[src/rtl/calc_pkg.sv]
// Shared constants for the keypad calculator sequencer:
// key codes, operator nibbles, FSM states and flag positions.
package calc_pkg;

    localparam logic [4:0] DIGIT_MAX = 5'd15;
    localparam logic [4:0] K_ADD     = 5'd16;
    localparam logic [4:0] K_SUB     = 5'd17;
    localparam logic [4:0] K_MUL     = 5'd18;
    localparam logic [4:0] K_AND     = 5'd19;
    localparam logic [4:0] K_OR      = 5'd20;
    localparam logic [4:0] K_EQ      = 5'd21;
    localparam logic [4:0] K_CE      = 5'd22;
    localparam logic [4:0] K_CLR     = 5'd23;

    localparam logic [3:0] OP_NONE = 4'd0;
    localparam logic [3:0] OP_ADD  = 4'd1;
    localparam logic [3:0] OP_SUB  = 4'd2;
    localparam logic [3:0] OP_MUL  = 4'd3;
    localparam logic [3:0] OP_AND  = 4'd4;
    localparam logic [3:0] OP_OR   = 4'd5;

    typedef enum logic [2:0] {
        S_A   = 3'd0,
        S_OP  = 3'd1,
        S_B   = 3'd2,
        S_MUL = 3'd3,
        S_RES = 3'd4
    } state_t;

    localparam int F_Z = 3;
    localparam int F_N = 2;
    localparam int F_C = 1;
    localparam int F_V = 0;

    // Operator keys 16..20 map onto op nibbles 1..5.
    function automatic logic [3:0] key2op(input logic [4:0] code);
        return code[3:0] + 4'd1;
    endfunction

endpackage

[src/rtl/mul_seq16.sv]
// 16x16 unsigned shift-add multiplier, one partial product per cycle.
// done and p are valid in the cycle before the 16th iteration edge.
module mul_seq16 (
    input  logic        clk,
    input  logic        rst_n,
    input  logic        start,
    input  logic        abort,
    input  logic [15:0] a,
    input  logic [15:0] b,
    output logic        done,
    output logic [31:0] p
);

    logic [31:0] r_acc;
    logic [31:0] r_mc;
    logic [15:0] r_mp;
    logic [4:0]  r_cnt;
    logic        r_run;
    logic [31:0] w_acc;

    assign w_acc = r_acc + (r_mp[0] ? r_mc : 32'h0);
    assign done  = r_run & (r_cnt == 5'd15);
    assign p     = w_acc;

    always_ff @(posedge clk or negedge rst_n) begin
        if (!rst_n) begin
            r_acc <= '0;
            r_mc  <= '0;
            r_mp  <= '0;
            r_cnt <= '0;
            r_run <= 1'b0;
        end else if (abort) begin
            r_run <= 1'b0;
        end else if (start) begin
            r_acc <= '0;
            r_mc  <= {16'h0, a};
            r_mp  <= b;
            r_cnt <= '0;
            r_run <= 1'b1;
        end else if (r_run) begin
            r_acc <= w_acc;
            r_mc  <= r_mc << 1;
            r_mp  <= r_mp >> 1;
            r_cnt <= r_cnt + 5'd1;
            if (r_cnt == 5'd15)
                r_run <= 1'b0;
        end
    end

endmodule

[src/rtl/calc_sequencer.sv]
// Keypad calculator sequencer: operand entry, operator latch, ALU and
// display/flag output registers driven from the selected keypad cell.
module calc_sequencer
    import calc_pkg::*;
#(
    parameter int MAX_DIGITS = 4
) (
    input  logic        CLK82MHZ,
    input  logic        CPU_RESETN,
    input  logic [2:0]  x,
    input  logic [1:0]  y,
    input  logic        enter,
    output logic [39:0] mostrar,
    output logic [3:0]  flags,
    output logic        busy
);

    localparam logic [2:0] MAXD = 3'(MAX_DIGITS);

    state_t      r_state, w_nstate;
    logic [15:0] r_a, r_b, w_na, w_nb;
    logic [3:0]  r_op, w_nop;
    logic [2:0]  r_cnt, w_ncnt;
    logic [31:0] r_r, w_nr;
    logic        r_c, w_nc;
    logic        r_enter_d;
    logic [39:0] r_mostrar, w_nmostrar;
    logic [3:0]  r_flags, w_nflags;
    logic        r_busy;

    logic [4:0]  w_code;
    logic [3:0]  w_d;
    logic        w_key;
    logic        w_is_dig, w_is_op, w_is_eq, w_is_ce, w_is_clr;
    logic [16:0] w_sum;
    logic [31:0] w_alu_r;
    logic        w_alu_c;
    logic        w_start, w_abort, w_done;
    logic [31:0] w_p;

    assign w_code = ({3'b0, y} * 5'd6) + {2'b0, x};
    assign w_d    = w_code[3:0];
    assign w_key  = enter & ~r_enter_d & (x <= 3'd5);

    always_comb begin
        w_is_dig = 1'b0;
        w_is_op  = 1'b0;
        w_is_eq  = 1'b0;
        w_is_ce  = 1'b0;
        w_is_clr = 1'b0;
        if (w_key) begin
            unique case (1'b1)
                (w_code <= DIGIT_MAX):                 w_is_dig = 1'b1;
                (w_code >= K_ADD && w_code <= K_OR):   w_is_op  = 1'b1;
                (w_code == K_EQ):                      w_is_eq  = 1'b1;
                (w_code == K_CE):                      w_is_ce  = 1'b1;
                (w_code == K_CLR):                     w_is_clr = 1'b1;
                default: ;
            endcase
        end
    end

    always_comb begin
        w_sum   = {1'b0, r_a} + {1'b0, r_b};
        w_alu_r = '0;
        w_alu_c = 1'b0;
        case (r_op)
            OP_ADD: begin
                w_alu_r = {16'h0, w_sum[15:0]};
                w_alu_c = w_sum[16];
            end
            OP_SUB: begin
                w_alu_r = {16'h0, r_a - r_b};
                w_alu_c = (r_a < r_b);
            end
            OP_AND:  w_alu_r = {16'h0, r_a & r_b};
            OP_OR:   w_alu_r = {16'h0, r_a | r_b};
            default: w_alu_r = '0;
        endcase
    end

    always_comb begin
        w_nstate = r_state;
        w_na     = r_a;
        w_nb     = r_b;
        w_nop    = r_op;
        w_ncnt   = r_cnt;
        w_nr     = r_r;
        w_nc     = r_c;
        w_start  = 1'b0;
        w_abort  = 1'b0;
        // CE on a shown result behaves as a full clear.
        if (w_is_clr || (w_is_ce && r_state == S_RES)) begin
            w_nstate = S_A;
            w_na     = '0;
            w_nb     = '0;
            w_nop    = OP_NONE;
            w_ncnt   = '0;
            w_nr     = '0;
            w_nc     = 1'b0;
            w_abort  = (r_state == S_MUL);
        end else begin
            case (r_state)
                S_A: begin
                    if (w_is_dig && r_cnt < MAXD) begin
                        w_na   = {r_a[11:0], w_d};
                        w_ncnt = r_cnt + 3'd1;
                    end else if (w_is_op) begin
                        w_nop    = key2op(w_code);
                        w_nstate = S_OP;
                    end else if (w_is_ce) begin
                        w_na   = '0;
                        w_ncnt = '0;
                    end
                end
                S_OP: begin
                    if (w_is_dig) begin
                        w_nb     = {12'h0, w_d};
                        w_ncnt   = 3'd1;
                        w_nstate = S_B;
                    end else if (w_is_op) begin
                        w_nop = key2op(w_code);
                    end else if (w_is_ce) begin
                        w_nop    = OP_NONE;
                        w_ncnt   = '0;
                        w_nstate = S_A;
                    end
                end
                S_B: begin
                    if (w_is_dig && r_cnt < MAXD) begin
                        w_nb   = {r_b[11:0], w_d};
                        w_ncnt = r_cnt + 3'd1;
                    end else if (w_is_ce) begin
                        w_nb   = '0;
                        w_ncnt = '0;
                    end else if (w_is_eq && r_op == OP_MUL) begin
                        w_start  = 1'b1;
                        w_nstate = S_MUL;
                    end else if (w_is_eq) begin
                        w_nr     = w_alu_r;
                        w_nc     = w_alu_c;
                        w_nstate = S_RES;
                    end
                end
                S_MUL: begin
                    if (w_done) begin
                        w_nr     = w_p;
                        w_nc     = 1'b0;
                        w_nstate = S_RES;
                    end
                end
                S_RES: begin
                    if (w_is_dig) begin
                        w_na     = {12'h0, w_d};
                        w_nb     = '0;
                        w_nop    = OP_NONE;
                        w_ncnt   = 3'd1;
                        w_nstate = S_A;
                    end else if (w_is_op) begin
                        w_na     = r_r[15:0];
                        w_nb     = '0;
                        w_nop    = key2op(w_code);
                        w_ncnt   = '0;
                        w_nstate = S_OP;
                    end
                end
                default: w_nstate = S_A;
            endcase
        end
    end

    always_comb begin
        w_nflags = 4'b0000;
        if (w_nstate == S_RES) begin
            w_nflags[F_Z] = (w_nr == 32'h0);
            w_nflags[F_N] = (w_nop == OP_MUL) ? w_nr[31] : w_nr[15];
            w_nflags[F_C] = w_nc;
            w_nflags[F_V] = 1'b1;
        end
        w_nmostrar = (w_nstate == S_RES) ? {8'h00, w_nr}
                                          : {w_na, w_nop, w_nb, 4'h0};
    end

    always_ff @(posedge CLK82MHZ or negedge CPU_RESETN) begin
        if (!CPU_RESETN) begin
            r_state   <= S_A;
            r_a       <= '0;
            r_b       <= '0;
            r_op      <= OP_NONE;
            r_cnt     <= '0;
            r_r       <= '0;
            r_c       <= 1'b0;
            r_enter_d <= 1'b0;
            r_mostrar <= '0;
            r_flags   <= '0;
            r_busy    <= 1'b0;
        end else begin
            r_state   <= w_nstate;
            r_a       <= w_na;
            r_b       <= w_nb;
            r_op      <= w_nop;
            r_cnt     <= w_ncnt;
            r_r       <= w_nr;
            r_c       <= w_nc;
            r_enter_d <= enter;
            r_mostrar <= w_nmostrar;
            r_flags   <= w_nflags;
            r_busy    <= (w_nstate == S_MUL);
        end
    end

    mul_seq16 u_mul (
        .clk   (CLK82MHZ),
        .rst_n (CPU_RESETN),
        .start (w_start),
        .abort (w_abort),
        .a     (r_a),
        .b     (r_b),
        .done  (w_done),
        .p     (w_p)
    );

    assign mostrar = r_mostrar;
    assign flags   = r_flags;
    assign busy    = r_busy;

endmodule

[config.mk]
export PLATFORM = sky130hd
export DESIGN_NAME = calc_sequencer
export DESIGN_NICKNAME = d
export VERILOG_FILES = /design/src/rtl/calc_pkg.sv /design/src/rtl/mul_seq16.sv /design/src/rtl/calc_sequencer.sv
export SDC_FILE = /design/constraint.sdc
export NUM_CORES = 1
export LEC_CHECK = 0
export ABC_AREA = 1
export CELL_PAD_IN_SITES_DETAIL_PLACEMENT = 0
export CELL_PAD_IN_SITES_GLOBAL_PLACEMENT = 2
export CORE_ASPECT_RATIO = 1.2
export CORE_MARGIN = 4
export CORE_UTILIZATION = 36
export DETAILED_ROUTE_END_ITERATION = 10
export PLACE_DENSITY_LB_ADDON = 0.1
export SLEW_MARGIN = 40
export SYNTH_ARGS = -nofsm -noshare
export SYNTH_HDL_FRONTEND = slang
export SYNTH_SLANG_ARGS = --single-unit
[constraint.sdc]
create_clock -name CLK82MHZ -period 3.8 [get_ports CLK82MHZ]
set_clock_uncertainty 0.1 [all_clocks]
set_input_delay 0.57 -clock CLK82MHZ [delete_from_list [all_inputs] [get_ports CLK82MHZ]]
set_output_delay 0.57 -clock CLK82MHZ [all_outputs]
set_load 0.05 [all_outputs]
; Word level (Yosys, flattened, before mapping)
; Cells that the tools add are included.
[totals]
register_bits = 207
inputBits = 8
output_inout_bits = 45
word_cells = 157
[classes]
add_sub_neg = 7
multipliers = 1
n_lt_le_gt_ge = 6
eq_ne = 17
muxes = 92
n_bitwise = 7
n_reduce_logical = 11
[op_table]
columns = cell, count
row1 = $mux 32, 11
row2 = $mux 16, 14
row3 = $pmux 16 s4, 1
row4 = $pmux 32 s2, 1
row5 = $mux 3, 20
row6 = $pmux 16 s3, 1
row7 = $mux 40, 1
row8 = $add 32x32->32, 1
row9 = $logic_not 32->1, 1
row10 = $mux 4, 8
row11 = $pmux 16 s2, 1
row12 = $mux 1, 27
row13 = $add 16x16->17, 1
row14 = $and 16x16->16, 1
row15 = $lt 16x16->1, 1
row16 = $or 16x16->16, 1
row17 = $sub 16x16->16, 1
row18 = $eq 5x5->1 const B, 3
row19 = $pmux 3 s5, 1
row20 = $eq 4x2->1 const B, 3
row21 = $pmux 3 s4, 1
row22 = $pmux 4 s3, 1
row23 = $mux 5, 2
row24 = $eq 3x2->1 const B, 3
row25 = 25 further kinds, 35

; Logic depth before layout (Yosys ltp)
; Gate-level depths: netlist (run 1).
[logic_depth]
ltp_word = 13
depth_mapped = 25
mapped_depth_nobuf = 23

; Modules after synthesis
; A second synthesis (run 1) with hierarchy kept.
[unflattened]
cells_unflattened = 2368
area_unflattened_um2 = 15773.9
[by_module_without_submodules]
columns = module, instances, cells_per_inst, area_each_um2
row1 = calc_sequencer, 1, 1449, 9700.6
row2 = mul_seq16, 1, 919, 6073.3

; Worst setup path before layout (run 1)
; No wires, ideal clock.
[synth_timing]
path_kind = input to register
from = input y[0]
to = register r_flags[3] (netlist: flags[3])
setup_ns = 0.114
arrival_ns = 2.900
setup_slack_ns = 0.685
cell_stages = 19
n_path_buf = 1
path_cell_list = inv_1 ha_1 fa_1 inv_1 nand2_1 nand3_1 nand4_2 nand2_1 nor2_2 buf_2 nand2_1 o21ai_1 nand2_1 a21oi_2 nor2_1 nand2_1 nor2_1 nand3_1 nor2_1
[synth_via]
elab_chain_cells = 13
elab_cells_between_ends = 44
classes_between = 1 x add/sub / 1 x mul / 3 x order compare / 4 x eq/ne / 29 x mux / 6 x reduce/logical
[synth_rtl]
columns = element, line_no
row1 = start: declaration, calc_sequencer.sv:11  ; input logic [1:0] y,
row2 = $mul 2x2->4 (*), calc_sequencer.sv:41  ; assign w_code = ({3'b0, y} * 5'd6) + {2'b0, x};
row3 = $add 5x3->5 (*), calc_sequencer.sv:41
row4 = $eq 5x5->1, calc_sequencer.sv:55  ; (w_code == K_EQ): w_is_eq = 1'b1;
row5 = $mux 1, calc_sequencer.sv:52  ; unique case (1'b1)
row6 = $mux 1, calc_sequencer.sv:51  ; if (w_key) begin
row7 = $mux 32 or $logic_and 1x1->1 (tied branches), "calc_sequencer.sv:139, calc_sequencer.sv:136"
row8 = $mux 32, calc_sequencer.sv:136  ; end else if (w_is_eq && r_op == OP_MUL) begin
row9 = $mux 32, calc_sequencer.sv:133  ; end else if (w_is_ce) begin
row10 = $mux 32, calc_sequencer.sv:130  ; if (w_is_dig && r_cnt < MAXD) begin
row11 = $pmux 32 s2, calc_sequencer.sv:103  ; case (r_state)
row12 = $mux 32 (*), calc_sequencer.sv:93  ; if (w_is_clr || (w_is_ce && r_state == S_RES)) begin
row13 = net w_nr[1], calc_sequencer.sv:24  ; logic [31:0] r_r, w_nr;
row14 = $logic_not 32->1 (*), calc_sequencer.sv:175  ; w_nflags[F_Z] = (w_nr == 32'h0);
row15 = $mux 4 (*), calc_sequencer.sv:174  ; if (w_nstate == S_RES) begin
row16 = net w_nflags[3], calc_sequencer.sv:28  ; logic [3:0] r_flags, w_nflags;
row17 = end signal: assignment, calc_sequencer.sv:207  ; r_flags <= w_nflags;
row18 = end: declaration, calc_sequencer.sv:28
; The timed path passes the listed nets; every way through them passes the cells marked *.
; A chain may end at the register's enable or synchronous reset.

; Final worst setup path (run 1)
[layout_timing]
from = input y[0]
to = register r_mostrar[14] (netlist: mostrar[14])
[layout_via]
elab_cells_between_ends = 50
classes_between = 1 x add/sub / 1 x mul / 3 x order compare / 4 x eq/ne / 36 x mux / 5 x reduce/logical
[layout_lines]
columns = element, line_no
row1 = $mul 2x2->4 (*), calc_sequencer.sv:41
row2 = $add 5x3->5 (*), calc_sequencer.sv:41
row3 = $ge 5x5->1 or $le 5x5->1 (tied branches), calc_sequencer.sv:54  ; (w_code >= K_ADD && w_code <= K_OR): w_is_op = 1'b1;
row4 = $logic_and 1x1->1, calc_sequencer.sv:54
row5 = $mux 1, calc_sequencer.sv:52
row6 = $mux 1, calc_sequencer.sv:51
row7 = $mux 16, calc_sequencer.sv:159  ; end else if (w_is_op) begin
row8 = $mux 16, calc_sequencer.sv:153  ; if (w_is_dig) begin
row9 = $pmux 16 s3, calc_sequencer.sv:103
row10 = $mux 16 (*), calc_sequencer.sv:93
row11 = net w_nb[10], calc_sequencer.sv:21  ; logic [15:0] r_a, r_b, w_na, w_nb;
row12 = $mux 40 (*), calc_sequencer.sv:180  ; w_nmostrar = (w_nstate == S_RES) ? {8'h00, w_nr}
row13 = net w_nmostrar[14], calc_sequencer.sv:27  ; logic [39:0] r_mostrar, w_nmostrar;
row14 = end signal: assignment, calc_sequencer.sv:206  ; r_mostrar <= w_nmostrar;
row15 = end: declaration, calc_sequencer.sv:27
; Marks and branches as above.

==> qor.csv, run 1 <==
metric,value,unit
status,completed,
First-pass DRT Iterations,5,
die height,232.5,microns
max cap viols,0,
post-synthesis instance total,2158,
DRT antenna net count,0,
drt drc,0,
share of layout cells above drive strength 1,12.77,%
DRT iter0 DRCs,1122,
Crit Path Class,input pin to flip-flop,
worst path buffer plus inverter count,7,
P_leak,9.529,nW
worst-path cell chain,clkdlybuf4s50_1 > inv_1 > ha_1 > fa_2 > inv_1 > nand2_1 > nand3_1 > nand4_2 > buf_4 > nand2_1 > inv_1 > a21oi_1 > buf_4 > inv_2 > nand2_1 > a21oi_1 > nand2_1 > o21ai_0,
"commonest non-fill, non-tap cell in the layout",nand2_1,
Die Span X,195.1,microns
Setup TNS,0,ps
clk buf depth,3,
clock root cell,clkbuf_16,
average size of a mapped cell,7.009,sq um
Nets,2451,
P_sw,6.073,mW
FILL cells,4463,
syn_nets,2264,
min cycle time layout,3609,ps
# clock sinks,207,
total design power,12.86,mW
initial core utilization,36.31,%
HPWL after DPL,48920,microns
Combinational Power Share,54.7,%
"Setup violations, final",0,
Max Fclk,277.1,MHz
Yosys top cell by area,dfrtp_1,
# rows,82,
fin cells,2910,
critical path's largest stage delay,580,ps
"Slew Viols, Final",0,
Ports,53,
clock power share,20.6,%
Via Count,15200,
RSZ-0062 raised after global routing,yes,
Final Cycle Share,94.97,%
port buffer count,52,
Peak VDD IR,338.4,uV
Sw Ratio,47.21,%
"top cells by area, synth","dfrtp_1 34%, nand2_1 14%, inv_1 8.0%",
Setup crit start kind,input pin,
area occupied by registers,5181,sq um
Int Power,6.791,mW
"commonest non-fill, non-tap cells in the layout","571 x nand2_1, 321 x inv_1, 206 x dfrtp_1",
largest net degree at the start of global routing,79,
Main synth FF type,dfrtp_1,
core area,41660,sq um
crit path DAT,3920,ps
antenna cells,0,
H-tree depth,1,
number of global-route vias before repair,15210,
first-pass GRT wire length,92240,microns
PD cells,697.1,nW/um^2
Synth cell types,55,
critical path's most frequent cell,nand2_1,
Placed Cells,2862,
initial antenna violation count,0,
synthesized flop and latch total,207,
final hold violation count,0,
via-per-instance ratio,5.223,
CTS tree,yes,
Worst path slowest cell,fa_2,
Rel. slew slack,52.90,%
Post-synth EDFFs,0,
Async SR Flop Fraction,100.0,%
Total Routed Length,60720,microns
Post CTS Setup Buffer Count,0,
part of the power in registers,24.7,%
Worst Path Max Fanout,11,
area of the multi-input gates,8222,sq um
"Core Util, Final",44.30,%
TritonCTS Buffers,26,
HP Class,flip-flop to flip-flop,
Worst setup EP type,flip-flop,
Syn. warnings,0,
synthesized area,15120,sq um
worst-margin pin slew,706.5,ps
worst-skew pair later-pin latency,550,ps
die footprint,45370,sq um
Crit path required time,4110,ps
grt ovf,0,
share of the synthesized area in the top cell type,34.25,%
CP top delay family,buffers and inverters,
Layout area overhead,22.01,%
"Seq/Total Area, Yosys",34.25,%
gp weighted congestion,0.9471,
GRT Total Usage,26.27,%
clock slew at reported path FFs,60,ps
WL per Instance,20.87,microns
final timing paths:
check	depth (start not counted)	start	slack (ps)	to
worst min register to register	2	u_mul.r_acc[9]	390	u_mul.r_acc[9]
worst max-delay path	18	y[0]	190	mostrar[14]
worst max register to register	18	u_mul.r_mp[0]	300	flags[3]
min in group asynchronous	2	CPU_RESETN	470	r_enter_d
max in group asynchronous	3	CPU_RESETN	2240	r_a[9]
worst min-delay path	2	u_mul.r_acc[9]	390	u_mul.r_acc[9]
metrics by stage:
step / area (sq um) / hold WS, ps / setup WS [ps]
after floorplan: 15120 / 174.4 / 685.4
after global routing: 18450 / 408.9 / -15.01
final: 18450 / 393.2 / 191.1
after CTS: 18420 / 392.6 / 48.88
after detailed placement: 17510 / 382.9 / -534.7
after global placement: 17510 / 369.4 / -464.5
sequential cells by signal (all words and copies together), names as in the netlist:
signal       flops
r_b             16
r_c              1
r_a             16
r_op             4
flags            4
r_state          3
u_mul.r_mc      32
r_enter_d        1
r_cnt            3
mostrar         40
u_mul.r_run      1
u_mul.r_mp      16
busy             1
u_mul.r_acc     32
r_r             32
u_mul.r_cnt      5
worst min-delay path: stages, from the launching register on:
cell	delay, ps
dfrtp_1	340
nand2_1	50
o21ai_0	60
metal layers:
metal,vias to the layer above,GRT usage (%),share of wire (%)
met5,-,0,0
met4,0,8.315,3.5
met3,110,2.433,4.1
met2,406,46.42,49
met1,7229,34.04,43
li1,7455,-,-
logic make-up after synthesis:
logic type / Yosys count / share of synthesized area [%]
compound gates: 428 / 16.88
xor+xnor: 13 / 0.7528
fa+ha+maj: 98 / 8.306
buf+inv: 430 / 11.57
flops: 207 / 34.25
simple gates: 982 / 28.23
Yosys cell counts, types with 9 or more instances:
cell,count
nand4_1,12
a32o_1,17
o211ai_1,25
buf_4,9
a21oi_1,123
o21ai_1,27
dfrtp_1,207
clkbuf_1,40
o21ai_0,137
o221ai_1,20
nand3_1,174
o22ai_1,32
nor2_4,9
nand2_1,571
buf_6,9
buf_2,24
inv_2,22
ha_1,94
inv_1,321
nor2_1,139
a211oi_1,9
nand3b_1,18
nor3_1,25
cell type report:
cell class / count / share of cell area (%)
multi-input combinational: 1521 / 44.55
sequential: 207 / 28.08
timing repair buffer: 242 / 11.70
inverter: 347 / 7.085
clock buffer: 35 / 3.987
tap: 546 / 3.702
clock inverter: 12 / 0.9018
power groups by stage:
stage	registers [mW]	clock network, mW	logic, mW
3_3_place_gp	3.21	0	6.96
4_1_cts	3.18	2.71	7.01
6_report	3.18	2.65	7.03
2_1_floorplan	3.53	0	3.67
5_1_grt	3.24	2.79	7.75
3_5_place_dp	3.21	0	6.98
what timing repair did:
item / CTS / global route
pin swaps: 0 / 1
endpoints found under the setup margin: 1 / 3
gates cloned: 0 / 0
hold buffers: 1 / 0
gates resized for setup: 1 / 7
hold endpoints to repair: 74 / 0
Note: power is estimated with default switching activity, not from simulation.
==> run 2, diff against run 1 <==
Settings changed: CORE_MARGIN 4 to 2.
==> run 2 against run 1 <==
Power down 0.61%. First-iteration DRC count down 6.0%. Via count down 0.14%. Clock power down 4%. Setup slack better by 18 ps. Combinational power about the same. Routed wire length up 1.9%. Critical path type unchanged. Critical endpoint is now mostrar[5].
==> qor.csv, run 2 (same netlist as run 1, synthesis figures left out) <==
metric,value,unit,change
Peak VDD IR,323.8,uV,-4.3%
r2r worst-path depth,23,,+5
"Slew Viols, Final",0,,unchanged
Worst Hold Depth,2,,unchanged
Die Span X,191.1,microns,-2.1%
Sw Ratio,47.99,%,+0.78 points
max reg flops,40,,unchanged
worst path buffer plus inverter count,8,,+1
"Setup violations, final",0,,unchanged
HPWL after DPL,49370,microns,+0.92%
HP Class,flip-flop to flip-flop,,
port buffer count,52,,unchanged
share of layout cells above drive strength 1,12.11,%,-0.67 points
Combinational Power Share,54.9,%,+0.2 points
grt ovf,0,,unchanged
part of the power in registers,25.2,%,+0.5 points
P_leak,9.419,nW,-1.1%
Worst Hold Slack,390.8,ps,-2.399 ps
DRT antenna net count,0,,unchanged
antenna cells,0,,unchanged
Setup TNS,0,ps,unchanged
First-pass DRT Iterations,5,,unchanged
largest net degree at the start of global routing,55,,-30%
Place WS,-429.1,ps,+105.6 ps
Total Routed Length,61850,microns,+1.9%
Nets,2437,,-0.57%
crit path DAT,3910,ps,about the same
WHS Endpoint,u_mul.r_mp[7],,
Layout area overhead,20.62,%,
status,completed,,
core area,41660,sq um,unchanged
worst r2r src,u_mul.r_mp[0],,
final hold violation count,0,,unchanged
clock root cell,clkbuf_16,,
min cycle time layout,3590,ps,-18.50 ps
Rel. slew slack,56.97,%,+4.1 points
Worst Path Max Fanout,8,,-3
die footprint,43670,sq um,-3.7%
Placed Cells,2849,,-0.45%
Ports,53,,unchanged
max cap viols,0,,unchanged
worst-skew pair later-pin latency,540,ps,about the same
"commonest non-fill, non-tap cells in the layout","571 x nand2_1, 321 x inv_1, 207 x dfrtp_1",,
worst setup margin,209.6,ps,+18.50 ps
HP Start,u_mul.r_mp[8],,
"Core Util, Final",43.80,%,-0.50 points
number of global-route vias before repair,15300,,+0.59%
drt drc,0,,unchanged
H-tree depth,1,,unchanged
DRT iter0 DRCs,1055,,-6.0%
via-per-instance ratio,5.248,,+0.48%
die height,228.5,microns,-1.7%
initial core utilization,36.31,%,unchanged
clk buf depth,3,,unchanged
Max Fclk,278.5,MHz,+0.52%
initial antenna violation count,2,,+2
clock power share,19.9,%,-0.7 points
Stages on worst setup path,18,,unchanged
gp weighted congestion,0.9133,,-3.6%
critical path's largest stage delay,560,ps,-20 ps
# clock sinks,207,,unchanged
Worst path slowest cell,fa_1,,
reg2reg end,flags[3],,
CP top delay family,buffers and inverters,,
Setup crit start kind,input pin,,
RSZ-0062 raised after global routing,no,,
Crit Path Class,input pin to flip-flop,,
Post CTS Setup Buffer Count,0,,unchanged
Final Cycle Share,94.49,%,-0.49 points
clock slew at reported path FFs,60,ps,about the same
fin cells,2892,,-0.62%
Crit path required time,4120,ps,about the same
PD cells,700.8,nW/um^2,+0.53%
GRT Total Usage,28.51,%,+2.2 points
P_sw,6.135,mW,+1.0%
worst-path cell chain,clkdlybuf4s50_1 > inv_1 > ha_1 > fa_1 > inv_1 > nand2_1 > nand3_1 > nand4_2 > buf_4 > buf_4 > clkinv_1 > buf_4 > nand2_1 > buf_4 > nand3_1 > a21oi_1 > nand2_1 > o21ai_1,,
CTS tree,yes,,
first-pass GRT wire length,93750,microns,+1.6%
"commonest non-fill, non-tap cell in the layout",nand2_1,,
TritonCTS Buffers,25,,-3.8%
reg2reg setup slack,280,ps,-20 ps
Via Count,15180,,-0.14%
# rows,82,,unchanged
WL per Instance,21.39,microns,+2.5%
critical path's most frequent cell,buf_4,,
Int Power,6.650,mW,-2.1%
worst-margin pin slew,643.4,ps,-63.05 ps
Worst setup EP type,flip-flop,,
-- run 2: cell count changes in the layout (fill, tap and decap cells not counted), sizes merged --
cell,before,now
buf,190,177
clkbuf,35,30
-- run 2: metrics by stage --
step	cell area [sq um]	power, mW
final	18240	12.79
after global routing	18240	13.65
after CTS	18240	12.80
after detailed placement	17380	10.20
after global placement	17350	10.21
after floorplan	15120	7.194
-- run 2: worst min-delay path, stage by stage, from the launching register on --
cell and delay, ps:
dfrtp_1 340, nand2_1 50, o221ai_1 60
-- run 2: worst max-delay path by stage --
stage / start / slack, ps / endpoint
floorplan: y[0] / 690 / flags[3]
global placement: y[0] / -370 / flags[3]
detailed placement: y[0] / -430 / flags[3]
CTS: y[0] / 110 / flags[3]
global route: u_mul.r_mp[0] / 20 / flags[3]
finish: y[0] / 210 / mostrar[5]
-- run 2: area by class of cell --
type                    count  area [sq um]
repair buffers            229          2027
inverters                 347          1308
flip-flops and latches    207          5180
multi-input cells        1521          8202
clock inverters            12         170.2
clock buffers              30         674.4
well taps                 546         683.2
fillers                  4459         23410
-- run 2: per-layer routing --
layer | track usage [%] | part of all wire [%] | vias to the layer above
met5 | 0 | 0 | -
met4 | 11.11 | 4.3 | 0
met3 | 3.455 | 4.7 | 118
met2 | 49.11 | 49 | 430
met1 | 36.14 | 42 | 7237
li1 | - | - | 7393
-- run 2: power by group through the flow --
stage	clock network [mW]	logic [mW]	registers (mW)
floorplan	0	3.67	3.53
global placement	0	6.96	3.25
detailed placement	0	6.95	3.25
CTS	2.60	6.98	3.22
global route	2.67	7.70	3.28
finish	2.55	7.01	3.22
-- run 2: timing repair --
item	4_1_cts	5_1_grt
hold buffers	1	0
endpoints found under the setup margin	0	1
hold endpoints to repair	46	0
resized for setup	0	2
